**src/rtl/rr_decoder_arbiter_if.sv**
```systemverilog
// Request/grant bundle between the requesters and the round-robin arbiter.
// The master modport is the requester side; the slave modport is the arbiter.
interface rr_decoder_arbiter_if;
    logic       en;
    logic [3:0] req;
    logic [3:0] gnt;
    logic [1:0] gnt_idx;
    logic       gnt_valid;
    logic       expired;

    modport master (
        output en,
        output req,
        input  gnt,
        input  gnt_idx,
        input  gnt_valid,
        input  expired
    );

    modport slave (
        input  en,
        input  req,
        output gnt,
        output gnt_idx,
        output gnt_valid,
        output expired
    );
endinterface

```
**src/rtl/rr_decoder_arbiter.sv**
```systemverilog
// Four-way round-robin arbiter with a bounded hold time and a registered one-hot grant.
// Every release passes through one idle cycle, so the decoder select never glitches between owners.
module rr_decoder_arbiter #(
    parameter int unsigned MAX_HOLD = 8
) (
    input  logic                  clk,
    input  logic                  rst_n,
    rr_decoder_arbiter_if.slave   bus
);

    localparam logic [0:0] ST_IDLE  = 1'b0;
    localparam logic [0:0] ST_GRANT = 1'b1;
    localparam logic [7:0] HOLD_LAST = 8'(MAX_HOLD - 1);

    logic [0:0] state_q,     state_d;
    logic [1:0] ptr_q,       ptr_d;
    logic [7:0] hold_cnt_q,  hold_cnt_d;
    logic [3:0] gnt_q,       gnt_d;
    logic [1:0] gnt_idx_q,   gnt_idx_d;
    logic       gnt_valid_q, gnt_valid_d;
    logic       expired_q,   expired_d;

    logic [3:0] req_rot;
    logic [3:0] win_onehot;
    logic [1:0] win_off;
    logic [1:0] win_idx;
    logic       any_req;
    logic       own_req;
    logic       others_req;
    logic       hold_last;

    // req_rot[k] is the requester k places after the pointer, so the scan is a plain priority encode.
    genvar gi;
    generate
        for (gi = 0; gi < 4; gi++) begin : g_rot
            assign req_rot[gi]    = bus.req[2'(ptr_q + 2'(gi))];
            assign win_onehot[gi] = (win_idx == 2'(gi));
        end
    endgenerate

    always_comb begin
        win_off = 2'd0;
        for (int k = 3; k >= 0; k--) begin
            if (req_rot[k]) begin
                win_off = 2'(k);
            end
        end
    end

    assign win_idx    = ptr_q + win_off;
    assign any_req    = |bus.req;
    assign own_req    = bus.req[gnt_idx_q];
    assign others_req = |(bus.req & ~gnt_q);
    assign hold_last  = (hold_cnt_q == HOLD_LAST);

    always_comb begin
        state_d    = state_q;
        ptr_d      = ptr_q;
        hold_cnt_d = hold_cnt_q;
        gnt_d      = gnt_q;
        gnt_idx_d  = gnt_idx_q;
        expired_d  = 1'b0;

        case (state_q)
            ST_IDLE: begin
                gnt_d      = 4'b0000;
                gnt_idx_d  = 2'd0;
                hold_cnt_d = 8'd0;
                if (bus.en && any_req) begin
                    gnt_d     = win_onehot;
                    gnt_idx_d = win_idx;
                    state_d   = ST_GRANT;
                end
            end
            ST_GRANT: begin
                if (!bus.en) begin
                    // Enable drop wins over the hold limit and keeps the pointer where it was.
                    state_d    = ST_IDLE;
                    gnt_d      = 4'b0000;
                    gnt_idx_d  = 2'd0;
                    hold_cnt_d = 8'd0;
                end else if (!own_req) begin
                    state_d    = ST_IDLE;
                    gnt_d      = 4'b0000;
                    gnt_idx_d  = 2'd0;
                    hold_cnt_d = 8'd0;
                    ptr_d      = gnt_idx_q + 2'd1;
                end else if (hold_last && others_req) begin
                    state_d    = ST_IDLE;
                    gnt_d      = 4'b0000;
                    gnt_idx_d  = 2'd0;
                    hold_cnt_d = 8'd0;
                    ptr_d      = gnt_idx_q + 2'd1;
                    expired_d  = 1'b1;
                end else if (!hold_last) begin
                    hold_cnt_d = hold_cnt_q + 8'd1;
                end
            end
            default: begin
                state_d    = ST_IDLE;
                gnt_d      = 4'b0000;
                gnt_idx_d  = 2'd0;
                hold_cnt_d = 8'd0;
            end
        endcase

        gnt_valid_d = |gnt_d;
    end

    always_ff @(posedge clk or negedge rst_n) begin
        if (!rst_n) begin
            state_q     <= ST_IDLE;
            ptr_q       <= 2'd0;
            hold_cnt_q  <= 8'd0;
            gnt_q       <= 4'b0000;
            gnt_idx_q   <= 2'd0;
            gnt_valid_q <= 1'b0;
            expired_q   <= 1'b0;
        end else begin
            state_q     <= state_d;
            ptr_q       <= ptr_d;
            hold_cnt_q  <= hold_cnt_d;
            gnt_q       <= gnt_d;
            gnt_idx_q   <= gnt_idx_d;
            gnt_valid_q <= gnt_valid_d;
            expired_q   <= expired_d;
        end
    end

    assign bus.gnt       = gnt_q;
    assign bus.gnt_idx   = gnt_idx_q;
    assign bus.gnt_valid = gnt_valid_q;
    assign bus.expired   = expired_q;

endmodule

```
**src/flat_wrapper.sv**
```systemverilog
// flat-port wrapper written by rule: the top's interface ports become plain ports
module rr_decoder_arbiter_flat 
#(
    parameter int unsigned MAX_HOLD = 8
)
  (clk, rst_n, bus_en, bus_req, bus_gnt, bus_gnt_idx, bus_gnt_valid, bus_expired);
  rr_decoder_arbiter_if bus_i ();
  input  logic clk;
  input  logic rst_n;
  input wire logic [$bits(bus_i.en)-1:0] bus_en;
  input wire logic [$bits(bus_i.req)-1:0] bus_req;
  output wire logic [$bits(bus_i.gnt)-1:0] bus_gnt;
  output wire logic [$bits(bus_i.gnt_idx)-1:0] bus_gnt_idx;
  output wire logic [$bits(bus_i.gnt_valid)-1:0] bus_gnt_valid;
  output wire logic [$bits(bus_i.expired)-1:0] bus_expired;
  assign bus_i.en = bus_en;
  assign bus_i.req = bus_req;
  assign bus_gnt = bus_i.gnt;
  assign bus_gnt_idx = bus_i.gnt_idx;
  assign bus_gnt_valid = bus_i.gnt_valid;
  assign bus_expired = bus_i.expired;
  rr_decoder_arbiter #(.MAX_HOLD(MAX_HOLD)) u_core (.clk(clk), .rst_n(rst_n), .bus(bus_i));
endmodule
```
**config.mk**
```make
export PLATFORM = sky130hd
export DESIGN_NAME = rr_decoder_arbiter_flat
export DESIGN_NICKNAME = d
export VERILOG_FILES = /design/src/rtl/rr_decoder_arbiter_if.sv /design/src/rtl/rr_decoder_arbiter.sv /design/src/flat_wrapper.sv
export SDC_FILE = /design/constraint.sdc
export NUM_CORES = 1
export LEC_CHECK = 0
export CAP_MARGIN = 20
export CORE_MARGIN = 5
export CORE_UTILIZATION = 51
export CTS_CLUSTER_SIZE = 30
export DETAILED_ROUTE_END_ITERATION = 8
export PLACE_DENSITY = 0.82
export SYNTH_ARGS = -nofsm -noshare
export SYNTH_HDL_FRONTEND = slang
export SYNTH_SLANG_ARGS = --single-unit
```
**constraint.sdc**
```tcl
create_clock -name clk -period 2.75 [get_ports clk]
set_input_delay 0.825 -clock clk [delete_from_list [all_inputs] [get_ports clk]]
set_output_delay 0.825 -clock clk [all_outputs]
set_load 0.01 [all_outputs]
```
# Yosys cells after proc, flatten, opt, wreduce, memory -nomap -nowiden
# Index checks and enable logic that the tools add are counted.
dict set report word_totals {
  ff_bits 19
  input_bits 7
  out_inout_bits 8
}
dict set report classes {
  n_addsub 6
  order_cmp 5
  eq_ne 7
  muxes 40
  bitwise_logic 3
  n_reduce_logical 7
}
# op count
set op_table {}
lappend op_table {{$mux W8} 4}
lappend op_table {{$mux W2} 10}
lappend op_table {{$mux W4} 4}
lappend op_table {{$pmux W8 S2} 1}
lappend op_table {{$lt A2 B3 Y1 const B} 5}
lappend op_table {{$mux W1} 13}
lappend op_table {{$reduce_or A4 Y1} 3}
lappend op_table {{$bmux W1 S2} 5}
lappend op_table {{$add A8 B1 Y8 const B} 1}
lappend op_table {{$eq A8 B3 Y1 const B} 1}
lappend op_table {{$pmux W4 S2} 1}
lappend op_table {{$ne A5 B5 Y1 const B} 1}
lappend op_table {{$add A2 B1 Y2 const B} 2}
lappend op_table {{$add A2 B2 Y2 const B} 2}
lappend op_table {{$and A4 B4 Y4} 1}
lappend op_table {{$eq A2 B2 Y1 const B} 2}
lappend op_table {{$ne A4 B4 Y1 const B} 1}
lappend op_table {{$not A4 Y4} 1}
lappend op_table {{$pmux W2 S2} 1}
lappend op_table {{$reduce_and A3 Y1} 1}
lappend op_table {{$add A2 B2 Y2} 1}
lappend op_table {{$eq A2 B1 Y1 const B} 1}
lappend op_table {{$logic_and A1 B1 Y1} 2}
lappend op_table {{$logic_not A2 Y1} 1}
lappend op_table {{3 further kinds} 3}

# Longest topological paths before layout
dict set report logic_depth {
  word_depth 12
  mapped_depth 10
  mapped_depth_nobuf 9
}

# Worst setup path before layout
# Ideal clock, no wire load.
dict set report synth_timing {
  path_kind {input to register}
  from {in bus_req[0]}
  to {reg u_core.gnt_q[3], in the netlist u_core.bus.gnt[3]}
  setup_ns 0.122
  arrival_time_ns 2.428
  required_time_ns 2.628
  setup_slack_ns 0.201
  cell_stages 9
  n_path_buf 1
  cell_sequence {clkbuf_1 -> nor2_1 -> a211oi_1 -> a21oi_1 -> a211o_1 -> ha_1 -> xor2_1 -> xnor2_1 -> a32o_1}
}
dict set report synth_via {
  elab_chain_cells 10
  elab_cells_between_ends 26
  cone_classes {add/sub: 1; eq/ne: 1; mux: 19; bitwise: 1; reduce/logical: 4}
}
# item line_no
set synth_rtl {}
lappend synth_rtl {{start, declared} flat_wrapper.sv:11} ;# input wire logic [$bits(bus_i.req)-1:0] bus_req;
lappend synth_rtl {{$bmux W1 S2} rr_decoder_arbiter.sv:36} ;# assign req_rot[gi] = bus.req[2'(ptr_q + 2'(gi))];
lappend synth_rtl {{$mux W1 (not written as such)} rr_decoder_arbiter.sv:36}
lappend synth_rtl {{$mux W2 (4 in series)} rr_decoder_arbiter.sv:44} ;# if (req_rot[k]) begin
lappend synth_rtl {{$add A2 B2 Y2} rr_decoder_arbiter.sv:50} ;# assign win_idx = ptr_q + win_off;
lappend synth_rtl {{$eq A2 B2 Y1} rr_decoder_arbiter.sv:37} ;# assign win_onehot[gi] = (win_idx == 2'(gi));
lappend synth_rtl {{$mux W4} rr_decoder_arbiter.sv:69} ;# if (bus.en && any_req) begin
lappend synth_rtl {{$pmux W4 S2 *} rr_decoder_arbiter.sv:64} ;# case (state_q)
lappend synth_rtl {{via u_core.gnt_d[3]} rr_decoder_arbiter.sv:18} ;# logic [3:0] gnt_q, gnt_d;
lappend synth_rtl {{end signal, assigned} rr_decoder_arbiter.sv:123} ;# gnt_q <= gnt_d;
lappend synth_rtl {{end, declared} rr_decoder_arbiter.sv:18}
# Mark *: on every way through the listed nets, which the timed path passes. The rest lies on a longest branch. The select of a mux whose other input is x is not followed.
# A chain may end at the register's enable or synchronous reset.

# Worst setup path after layout
dict set report layout_timing {
  from {in bus_req[1]}
  to {reg u_core.gnt_q[3], in the netlist u_core.bus.gnt[3]}
}
# The elaborated chain is that of the path after synthesis.

==> results.json <==
{
  "reg2reg_from": "u_core.ptr_q[0]",
  "wl_met1_um": 1100,
  "whs_path_depth": 2,
  "ctsLongestPathBuffers": 2,
  "wl_um": 2430,
  "drive_gt1_share_pct": 17.0,
  "area_growth_pct": 25.2,
  "cts.clk_slew.worst_paths_ns": 0.11,
  "num_vias": 936,
  "fmax_mhz": 382,
  "setup_viol": 0,
  "start_util_pct": 53.8,
  "cp_max_fo": 7,
  "port_buffers": 14,
  "ir_worst_vdd_uv": 645,
  "power_density_mw_per_mm2": 754,
  "ys_seq_area_share_pct": 44.6,
  "synthFlopType": "dfrtp_1",
  "diodes": 0,
  "cp.required_ns": 2.94,
  "cts_tree": "built",
  "p_total_w": 0.00101,
  "gp_congestion": 0.784,
  "synth-edff-count": 0,
  "period_minus_slack_ns": 2.62,
  "final.period_utilization_pct": 95.1,
  "globalRouteTotalUtil_pct": 17.2,
  "min_to": "u_core.hold_cnt_q[7]",
  "die_w_um": 55.7,
  "highest_layer": "met4",
  "fin_worst_skew_ns": 0.00560,
  "routedWlPerCell_um": 15.0,
  "path_buf_inv": 2,
  "cts_made_buffers": 3,
  "dp_cells": 158,
  "antenna_found_initial": 0,
  "grt_pass1_wl_um": 4310,
  "rows": 16,
  "dr_wl_met3_um": 94,
  "path_cells": "clkdlybuf4s50_1, buf_4, a211oi_1, a21oi_1, a211o_1, ha_1, xor2_1, xnor2_2, a32o_1",
  "drt_iter0_markers": 32,
  "cp_top_family": "compound AO/OA/AOI/OAI gates",
  "syn_area_per_cell_um2": 9.60,
  "setup_tns_ns": 0,
  "worstHoldStart": "u_core.hold_cnt_q[7]",
  "synth-seq-cells": 19,
  "synthDistinctLibCells": 34,
  "status": "completed",
  "yosysWarnings": 0,
  "avgViaCountPerCell": 5.78,
  "worstHoldPathType": "flop to flop",
  "clkLatencyLatePin_ns": 0.30,
  "io_pins": 15,
  "gr-total-overflow": 0,
  "postRouteAntennaNets": 0,
  "crit_path_end_kind": "flop",
  "grt_pass1_vias": 943,
  "hold_viol": 0,
  "finalMaxSlewViolations": 0,
  "r2r_slack_ns": 0.55,
  "wl_met2_um": 1170,
  "slew_headroom_pct": 76.4,
  "critPathKind": "input pin to flop",
  "core_area_mm2": 0.00198,
  "r2r-end": "u_core.bus.gnt[3]",
  "h-tree-depth": 1,
  "netlist_instances": 111,
  "hpwl_um": 1790,
  "cap_violations": 0,
  "drtPass1Iterations": 4,
  "cts_hold_buf": 0,
  "r2r_cells": 8,
  "crit_path_start_kind": "input pin",
  "grt_setup_unrepaired": "false",
  "tightest_slew_ns": 0.353,
  "drc": 0,
  "utilization_pct": 67.4,
  "async_flop_share_pct": 100,
  "root_buffer": "clkbuf_4",
  "die_y_um": 55.7,
  "layout.cells.non_filler": 162,
  "p_leak_nw": 0.585,
  "arrival_ns": 2.81,
  "die_area_mm2": 0.00310,
  "syn-num-nets": 120,
  "slowest_stage": "clkdlybuf4s50_1",
  "syn_area_mm2": 0.00107,
  "clock-sinks": 19,
  "grt_start_max_net_pins": 20,
  "fin_nets": 145,
  "max_stage_delay_ns": 0.42
}
-- power by group --
| part | switching (W) | total (W) | leakage, nW | internal [W] |
|---|---|---|---|---|
| registers | 0.0000801 | 0.000416 | 0.254 | 0.000336 |
| clock network | 0.0000867 | 0.000141 | 0.0177 | 0.0000543 |
| logic | 0.000218 | 0.000449 | 0.313 | 0.000231 |
| total | 0.000385 | 0.00101 | 0.585 | 0.000621 |
-- registers in the layout, summed over array words and instances (netlist names) --
signal and cells:
u_core.bus.gnt_idx 2, u_core.ptr_q 2, u_core.bus.gnt_valid 1, u_core.hold_cnt_q 8
u_core.bus.gnt 4, u_core.bus.expired 1, u_core.state_q 1
-- cell usage in the layout, fill, tap and decap left out, drive strengths merged --
cell type	synthesis	layout
a211o	1	1
a211oi	1	1
a21oi	3	3
a22o	3	3
a31oi	1	1
a32o	1	1
a32oi	1	1
and3b	1	1
buf	1	11
clkbuf	4	3
clkdlybuf4s50	0	14
clkinv	0	1
dfrtp	19	19
ha	2	2
inv	5	5
mux2	2	2
mux2i	1	1
mux4	1	1
nand2	8	8
nand2b	3	3
nand3	4	4
nand3b	1	1
nor2	23	23
nor2b	1	1
nor3	5	5
nor4	2	2
o21ai	3	3
o22ai	2	2
o32ai	3	3
or4	1	1
xnor2	3	3
xor2	5	5
-- worst register-to-register path: stages, from the launching register on --
cell	delay, ns
dfrtp_1	0.57
nor2_1	0.09
a211oi_1	0.24
a21oi_1	0.06
a211o_1	0.28
ha_1	0.19
xor2_1	0.22
xnor2_2	0.14
a32o_1	0.30
-- synthesized netlist by cell type (all sizes together) (2+ instances only) --
master	n	area, µm²
ha	2	25.0
o22ai	2	12.5
nor4	2	12.5
nand2	8	30.0
xor2	5	43.8
a22o	3	26.3
o21ai	3	18.8
o32ai	3	26.3
nor3	5	36.3
clkbuf	4	15.0
nand3	4	20.0
xnor2	3	26.3
mux2	2	22.5
inv	5	18.8
nand2b	3	21.3
dfrtp	19	475
a21oi	3	26.3
nor2	23	86.3
-- logic make-up after synthesis --
family	count (synthesis)	share of synthesized area (%)
buffers and inverters	10	3.87
multiplexers	4	5.16
XOR/XNOR	8	6.57
adder cells (fa/ha/maj)	2	2.35
AND/OR/NAND/NOR	49	23.2
flip-flops	19	44.6
AO/OA/AOI/OAI	19	14.2
-- metrics by stage --
step           instance area, µm²  worst slack (ns)  hold slack, ns
6_report                     1340             0.134           0.561
5_1_grt                      1340           0.00921           0.592
4_1_cts                      1330            0.0919           0.564
3_5_place_dp                 1300            -0.191           0.534
3_3_place_gp                 1300            -0.147           0.525
2_1_floorplan                1070             0.201           0.506
-- layer usage --
| metal | GRT usage (%) | vias to the layer above |
|---|---|---|
| li1 | - | 443 |
| met1 | 23.2 | 445 |
| met2 | 27.0 | 37 |
| met3 | 2.55 | 11 |
| met4 | 7.99 | 0 |
| met5 | 0 | - |
-- final cells by class --
| class | instances | area, µm² |
|---|---|---|
| inverter | 5 | 18.8 |
| tap | 27 | 33.8 |
| multi-input combinational | 82 | 557 |
| fill | 147 | 647 |
| timing repair buffer | 25 | 223 |
| clock inverter | 1 | 5.00 |
| clock buffer | 3 | 22.5 |
| sequential | 19 | 475 |
-- how the worst max path moves through the flow --
stage,start,end,slack [ns],cells past startpoint
floorplan,bus_req[0],u_core.bus.gnt[3],0.20,9
global placement,bus_req[0],u_core.bus.gnt[3],-0.15,9
detailed placement,bus_req[1],u_core.bus.gnt[3],-0.19,9
CTS,bus_req[0],u_core.bus.gnt[3],0.09,9
global route,bus_req[1],u_core.bus.gnt[3],0.009,9
finish,bus_req[1],u_core.bus.gnt[3],0.13,9
-- timing repair --
item / 4_1_cts / 5_1_grt
setup buffers: 0 / 0
hold endpoints to repair: 0 / 0
resized for setup: 0 / 1
endpoints found under the setup margin: 0 / 5
No activity file was read; power rests on OpenSTA's default activity.
